## src/rtl/mod_up_counter.sv

```systemverilog
// Modulo-MODULUS up counter with synchronous clamped load, a combinational
// terminal-count strobe for cascading, a one-shot halt mode and a saturating
// count of wrap events.
module mod_up_counter #(
    parameter int WIDTH   = 4,
    parameter int MODULUS = 10,
    parameter int WRAPW   = 8
) (
    input  logic             clk,
    input  logic             reset,
    input  logic             en,
    input  logic             load,
    input  logic [WIDTH-1:0] load_val,
    input  logic             oneshot,
    output logic [WIDTH-1:0] q,
    output logic             tc,
    output logic             done,
    output logic [WRAPW-1:0] wraps
);

    generate
        if (MODULUS < 2 || MODULUS > (2 ** WIDTH)) begin : g_bad_modulus
            $fatal(1, "mod_up_counter: MODULUS must satisfy 2 <= MODULUS <= 2**WIDTH");
        end
    endgenerate

    localparam logic [WIDTH-1:0] TERM     = WIDTH'(MODULUS - 1);
    localparam logic [WRAPW-1:0] WRAP_MAX = {WRAPW{1'b1}};

    typedef enum logic {
        RUN  = 1'b0,
        HALT = 1'b1
    } state_t;

    state_t           state;
    logic             at_term;
    logic [WIDTH-1:0] q_inc;
    logic [WIDTH-1:0] load_clamped;

    // Terminal compare, increment and load clamp for the next-state logic.
    // The increment is only used below TERM, so it can never carry out of
    // WIDTH bits, even when MODULUS == 2**WIDTH.
    always_comb begin
        at_term      = (q == TERM);
        q_inc        = q + WIDTH'(1);
        load_clamped = (load_val > TERM) ? TERM : load_val;
    end

    // Strobe is high only in the cycle whose edge will wrap or halt.
    assign tc   = (state == RUN) & en & ~load & at_term & ~reset;
    assign done = (state == HALT);

    // Count / load / halt state with reset > load > enable priority.
    always_ff @(posedge clk or posedge reset) begin
        if (reset) begin
            q     <= '0;
            state <= RUN;
            wraps <= '0;
        end else if (load) begin
            q     <= load_clamped;
            state <= RUN;
        end else if (state == RUN && en) begin
            if (!at_term) begin
                q <= q_inc;
            end else if (!oneshot) begin
                q <= '0;
                if (wraps != WRAP_MAX) begin
                    wraps <= wraps + WRAPW'(1);
                end
            end else begin
                state <= HALT;
            end
        end
    end

endmodule

```

## config.mk

```make
export PLATFORM = sky130hd
export DESIGN_NAME = mod_up_counter
export DESIGN_NICKNAME = d
export VERILOG_FILES = /design/src/rtl/mod_up_counter.sv
export SDC_FILE = /design/constraint.sdc
export NUM_CORES = 1
export LEC_CHECK = 0
export ABC_AREA = 1
export ABC_CLOCK_PERIOD_IN_PS = 1500
export CAP_MARGIN = 5
export CORE_MARGIN = 3
export CORE_UTILIZATION = 30
export DETAILED_ROUTE_END_ITERATION = 10
export HOLD_SLACK_MARGIN = 0.12
export PLACE_DENSITY = 0.52
export SYNTH_ARGS = -nofsm -noshare
export SYNTH_HDL_FRONTEND = slang
export SYNTH_SLANG_ARGS = --single-unit
```

## constraint.sdc

```tcl
create_clock -name clk -period 1.5 [get_ports clk]
set_input_delay 0.3 -clock clk [delete_from_list [all_inputs] [get_ports clk]]
set_output_delay 0.3 -clock clk [all_outputs]
set_load 0.05 [all_outputs]
```

==> results.md, run 1 <==
- Root buffer cell: clkbuf_4
- CP required: 1.20 ns
- 1st-iter DRT viols: 38
- RR Startpoint: q[2]$_DFFE_PP0P_
- Initial antenna violation count: 0
- CP Launch Type: input pin
- H-tree depth: 1
- Crit path kind: input pin to output port
- DP HPWL: 1728 um
- Max Root-Sink Buffers: 2
- Comb pwr share: 0.521
- Arr. time, crit path: 1.27 ns
- Switching share of power: 0.4063
- Routed vias: 918
- First-pass DRT Iterations: 4
- Placed cell areas: 1348 um2
- Avg Inst Size Synth: 6.554 um2
- Gate Count Post-Synth: 130
- # clock sinks: 13
- Die Width: 59.30 um
- Layout cells sized above 1: 0.3095
- WL final: 2214 um
- Fill cells: 243
- RD Place Congestion: 0.8688
- Lkg Pwr: 0.7065 nW
- CP peak stage delay: 0.46 ns
- Drt via density: 4.636
- Switching Power: 0.0005697 W
- PD cells: 996.2 nW/um2
- Critical Path Fanout Max: 2
- GRT overflow: 0
- Slowest CP cell: clkdlybuf4s50_1
- Gr usage total: 0.1393
- Critical path's top delay family: buffers and inverters
- Internal power: 0.0008325 W
- Max-slew violation count: 0
- Port bufs: 22
- Syn. warnings: 0
- Hold WS: 0.4064 ns
- CP Capture Type: output port
- Max-cap viol count: 0
- First-pass GRT wire length: 3801 um
- Highest clock rate: 0.6388 GHz
- Post-synth top area cell: dfrtp_1
- CTS tree: done
- Die Height: 59.30 um
- Die area: 3516 um2
- Fin crit share: 1.044
- Drt wl/cell: 11.18 um
- Top-area cell type share of the netlist area: 0.3818
- Final worst slack: -0.06550 ns
- Cell variety after synth: 23
- Maximum vdd drop: 0.6058 mV
- DRC viols: 0
- Min-delay worst type: input pin to asynchronous set/reset pin
- Crit path cell chain: clkdlybuf4s50_1 -> nor4_4 -> buf_12
- Clk_lat worst skew: 0.27 ns
- CTS Buf Count: 3
- Fin crit period: 1.565 ns
- Worst slack, placed: -0.1710 ns
- Clock Power Share: 0.162
- Failing checks: negative setup slack
- Final Setup Violations: 1
- Cell area after synthesis: 852.1 um2
- Worst Max-Slew Pin Slew: 0.2620 ns
- Buf+Inv Stages, Crit Path: 2
- Vias in the first global route: 931
- Largest net degree at the start of global routing: 14
- Core Area: 2590 um2
- Synthesized net count: 140
- # diodes: 0
- Final ANT Viol Nets: 0
- Max_slew headroom: 0.8241
- Final Cell Area: 1408 um2
- Worst-path clk slew: 0.09 ns
- Final hold vios: 0
- Seq cells post-synth: 13
- P&R area growth vs syn: 65.20%
- Sequential area share after synthesis: 0.3818
- Initial Util: 0.3290
- Critical Path Source: reset
- RSZ-0062 raised after global routing: true
- Leading cell types by total area after synthesis: dfrtp_1 38%, nand2_1 25%, nor2_1 7.0%, inv_1 6.2%, nand3_1 3.5%
- Part of the power in registers: 0.318
- Site row count: 18
- Final net count: 179
- Ports: 23
- Final Skew: 0.002421 ns
- Status: complete, but fails checks
-- power by group through the flow --
stage	combinational [W]	clock, W	sequential [W]
after floorplan	0.000176	0	0.000628
after global placement	0.000712	0	0.000448
after detailed placement	0.000713	0	0.000452
after CTS	0.000736	0.000238	0.000447
after global routing	0.000782	0.000253	0.000455
final	0.000730	0.000227	0.000446
-- layout make-up --
| cell class | count | area [um2] | area share |
|---|---|---|---|
| well taps | 30 | 37.54 | 0.02667 |
| repair buffers | 35 | 455.4 | 0.3236 |
| multi-input cells | 100 | 494.2 | 0.3511 |
| clock inverters | 1 | 5.005 | 0.003556 |
| inverters | 16 | 60.06 | 0.04267 |
| flip-flops and latches | 13 | 332.8 | 0.2364 |
| clock buffers | 3 | 22.52 | 0.01600 |
-- through the flow --
step           power [W]  instances  TNS [ns]  utilization
2_1_floorplan  0.0008034        130   -0.2749            -
3_3_place_gp    0.001160        191    -1.471       0.5203
3_5_place_dp    0.001165        191    -2.010       0.5203
4_1_cts         0.001421        198  -0.07791       0.5425
5_1_grt         0.001490        198   -0.4318       0.5435
6_report        0.001402        198  -0.06550       0.5435
-- worst register-to-register path: stages (launching register included) --
cell and delay (ns):
dfrtp_2 0.42, buf_4 0.16, inv_2 0.07, nand2_1 0.10, nor2_2 0.16, nand4_2 0.24
nand2_1 0.12, nand2_1 0.06
-- worst paths after layout --
kind,end,slack (ns),cells after the start
hold reg to reg,wraps[1]$_DFFE_PP0P_,0.58,2
hold / removal,q[3]$_DFFE_PP0P_,0.41,3
max in group asynchronous,q[1]$_DFFE_PP0P_,0.92,3
setup reg to reg,wraps[1]$_DFFE_PP0P_,0.08,7
setup / recovery,tc,-0.07,3
min in group clk,done$_DFFE_PP0P_,0.46,3
-- cell usage after synthesis --
master    count
nor2_2        1
a31oi_1       1
a21oi_1       2
nand4_2       1
inv_2         2
dfrtp_1      13
inv_1        14
nand4_1       1
o21ai_1       1
nand2_1      56
ha_1          1
nor2_4        1
nor2_1       16
nand3_1       6
nand3_2       1
buf_2         1
o21ai_0       4
nand2_2       1
xnor2_1       2
o211ai_1      1
nand3b_1      2
nor4_1        1
xor2_1        1
-- registers in the layout, indices dropped and copies added, names as in the netlist --
register,flops
done,1
q,4
wraps,8
-- layer usage --
metal / up-vias / GRT usage / wire, um
li1: 480 / - / -
met1: 416 / 0.1689 / 979
met2: 20 / 0.2434 / 1117
met3: 2 / 0.02832 / 101
met4: 0 / 0.04531 / 15
met5: - / 0 / 0
-- cell usage in the layout (no fill, tap or decap), drive strengths merged --
cell	synthesis	routed
clkinv	0	1
xnor2	2	2
ha	1	1
clkdlybuf4s50	0	6
o21ai	5	5
nand2	57	57
xor2	1	1
a31oi	1	1
dlygate4sd2	0	2
a21oi	2	2
o211ai	1	1
nor4	1	1
clkbuf	0	3
buf	1	27
nand4	2	2
nand3b	2	2
dfrtp	13	13
inv	16	16
nand3	7	7
nor2	18	18
-- repair_timing --
| item | 4_1_cts | 5_1_grt |
|---|---|---|
| hold buffers | 0 | 0 |
| endpoints found under the setup margin | 1 | 11 |
| pin swaps | 4 | 1 |
| gates resized for setup | 5 | 2 |
| buffers inserted | 3 | 0 |
-- kinds of logic (layout without fill, tap and decap cells) --
family	count (synthesis)	count (layout)	synth area share
xor gates and xnor gates	3	3	0.03084
AOI/OAI and AO/OA	9	9	0.05727
and+or+nand+nor	87	87	0.4391
DFF	13	13	0.3818
buffers and inverters	17	55	0.07636
adders and majority gates	1	1	0.01468
No activity file was read; power rests on OpenSTA's default activity.
==> run 2, diff against run 1 <==
- HOLD_SLACK_MARGIN: 0.12 -> 0.03
==> results of run 2 <==
No change in the layout: final DEF, timing and power equal those of run 1.
==> run 3, diff against run 2 <==
- CORE_UTILIZATION: 30 -> 40
- PLACE_DENSITY: 0.52 -> 0.75
==> results.md, run 3 (same netlist as run 1, synthesis figures left out) <==
- Fin crit share: 1.052 (was 1.044)
- Worst slack, placed: -0.2363 ns (was -0.1710 ns)
- CP Launch Type: register (was input pin)
- Initial Util: 0.4299 (was 0.3290)
- WP depth: 4 (was 3)
- Port bufs: 22 (unchanged)
- Root buffer cell: clkbuf_4 (unchanged)
- Hold WS: 0.3312 ns (was 0.4064 ns)
- Biggest register: wraps (unchanged)
- Critical Path Fanout Max: 2 (unchanged)
- Lkg Pwr: 0.7262 nW (was 0.7065 nW)
- Most common cell after layout, fill and taps aside: nand2_1 (unchanged)
- Final net count: 183 (was 179)
- Crit path kind: register to output port (was input pin to output port)
- Ports: 23 (unchanged)
- RSZ-0062 raised after global routing: true (unchanged)
- CP Capture Type: output port (unchanged)
- Worst reg2reg path depth: 9 (was 7)
- Clk_lat worst skew: 0.28 ns (was 0.27 ns)
- Maximum vdd drop: 1.048 mV (was 0.6058 mV)
- Number of flip-flops under the largest register name: 8 (unchanged)
- Drt wl/cell: 12.64 um (was 11.18 um)
- Max_slew headroom: 0.8155 (was 0.8241)
- WL final: 2516 um (was 2214 um)
- Vias in the first global route: 970 (was 931)
- GRT overflow: 0 (unchanged)
- CP peak stage delay: 0.41 ns (was 0.46 ns)
- First-pass GRT wire length: 4222 um (was 3801 um)
- Largest net degree at the start of global routing: 9 (was 14)
- Storage cell area: 332.8 um2 (unchanged)
- PD cells: 990.1 nW/um2 (was 996.2 nW/um2)
- RD Place Congestion: 0.8445 (was 0.8688)
- Commonest cells after routing, fill and taps aside: 52 x nand2_1, 17 x buf_4, 14 x buf_12 (was 54 x nand2_1, 14 x buf_12, 13 x nor2_1, 13 x buf_4, 12 x inv_1)
- Die Height: 52.16 um (was 59.30 um)
- Die area: 2720 um2 (was 3516 um2)
- Highest clock rate: 0.6338 GHz (was 0.6388 GHz)
- Site row count: 16 (was 18)
- Critical path's top delay family: flip-flops (was buffers and inverters)
- DRC viols: 0 (unchanged)
- Min-delay worst type: input pin to asynchronous set/reset pin (unchanged)
- Layout cells sized above 1: 0.3372 (was 0.3095)
- Max Root-Sink Buffers: 2 (unchanged)
- H-tree depth: 1 (unchanged)
- 1st-iter DRT viols: 13 (was 38)
- Fill cells: 138 (was 243)
- Max-slew violation count: 0 (unchanged)
- Gr usage total: 0.2042 (was 0.1393)
- Failing checks: negative setup slack (unchanged)
- DP HPWL: 1845 um (was 1728 um)
- # diodes: 0 (unchanged)
- Worst-path clk slew: 0.09 ns (about the same)
- Initial antenna violation count: 0 (unchanged)
- Final Setup Violations: 1 (unchanged)
- Slowest CP cell: dfrtp_1 (was clkdlybuf4s50_1)
- Worst Max-Slew Pin Slew: 0.2764 ns (was 0.2620 ns)
- CTS Buf Count: 3 (unchanged)
- # clock sinks: 13 (unchanged)
- Die Width: 52.16 um (was 59.30 um)
- Core Area: 1982 um2 (was 2590 um2)
- Crit path cell chain: inv_2 -> nand2_2 -> nor4_4 -> buf_12 (was clkdlybuf4s50_1 -> nor4_4 -> buf_12)
- CP required: 1.20 ns (about the same)
- Final worst slack: -0.07789 ns (was -0.06550 ns)
- Routed vias: 1019 (was 918)
- Area of the multi-input gates: 518.0 um2 (was 494.2 um2)
- CTS tree: done (unchanged)
- Max-cap viol count: 0 (unchanged)
- Hold_buf cts: 0 (unchanged)
- First-pass DRT Iterations: 4 (unchanged)
- Fin crit period: 1.578 ns (was 1.565 ns)
- Final hold vios: 0 (unchanged)
- Buf+Inv Stages, Crit Path: 2 (unchanged)
- Arr. time, crit path: 1.28 ns (was 1.27 ns)
- P&R area growth vs syn: 71.07% (was 65.20%)
- Final Skew: 0.002889 ns (was 0.002421 ns)
- Status: complete, but fails checks (unchanged)
- Drt via density: 5.121 (was 4.636)
- Final ANT Viol Nets: 0 (unchanged)
==> run 3: cell types whose count changed in the layout (fill, tap and decap cells not counted), moves of 2 or more <==
cell     delta
nor2_2      -2
nor2_4      +2
nand2_1     -2
nand2_2     +2
buf_4       +4
==> run 3: path summary, 6_finish.rpt <==
check	from	to	slack [ns]
max	done$_DFFE_PP0P_	tc	-0.08
max reg2reg	q[2]$_DFFE_PP0P_	q[2]$_DFFE_PP0P_	0.05
min	reset	q[3]$_DFFE_PP0P_	0.33
max in group asynchronous	reset	wraps[2]$_DFFE_PP0P_	0.77
min in group clk	wraps[0]$_DFFE_PP0P_	wraps[0]$_DFFE_PP0P_	0.56
min reg2reg	wraps[0]$_DFFE_PP0P_	wraps[0]$_DFFE_PP0P_	0.56
==> run 3: layout make-up <==
type / count / area share
flip-flops and latches: 13 / 0.2283
clock buffers: 3 / 0.01545
well taps: 27 / 0.02318
clock inverters: 1 / 0.003433
multi-input cells: 100 / 0.3554
inverters: 16 / 0.04120
repair buffers: 39 / 0.3330
==> run 3: per-layer routing <==
| metal | track usage | wire (um) |
|---|---|---|
| met5 | 0 | 0 |
| met4 | 0.06809 | 65 |
| met3 | 0.02579 | 139 |
| met2 | 0.3870 | 1371 |
| met1 | 0.2317 | 940 |
==> run 3: timing repair <==
action,CTS,global route
gates cloned,0,0
endpoints found under the setup margin,1,11
pin swaps,4,2
resized for setup,5,7
buffers inserted,3,2
==> run 3: through the flow <==
stage | cells | area (um2) | setup TNS (ns) | total power [W] | utilization
5_1_grt | 199 | 1458 | -0.1868 | 0.001517 | 0.7355
4_1_cts | 197 | 1416 | -0.06850 | 0.001392 | 0.7146
3_3_place_gp | 190 | 1359 | -1.797 | 0.001137 | 0.6856
6_report | 199 | 1458 | -0.07789 | 0.001443 | 0.7355
2_1_floorplan | 130 | 879.6 | -0.2749 | 0.0008034 | -
3_5_place_dp | 190 | 1359 | -2.361 | 0.001146 | 0.6856
==> run 3: where the power goes <==
group          switching (W)  total (W)  internal [W]
clock network       0.000127   0.000226     0.0000989
logic               0.000412   0.000761      0.000349
registers          0.0000523   0.000456      0.000403
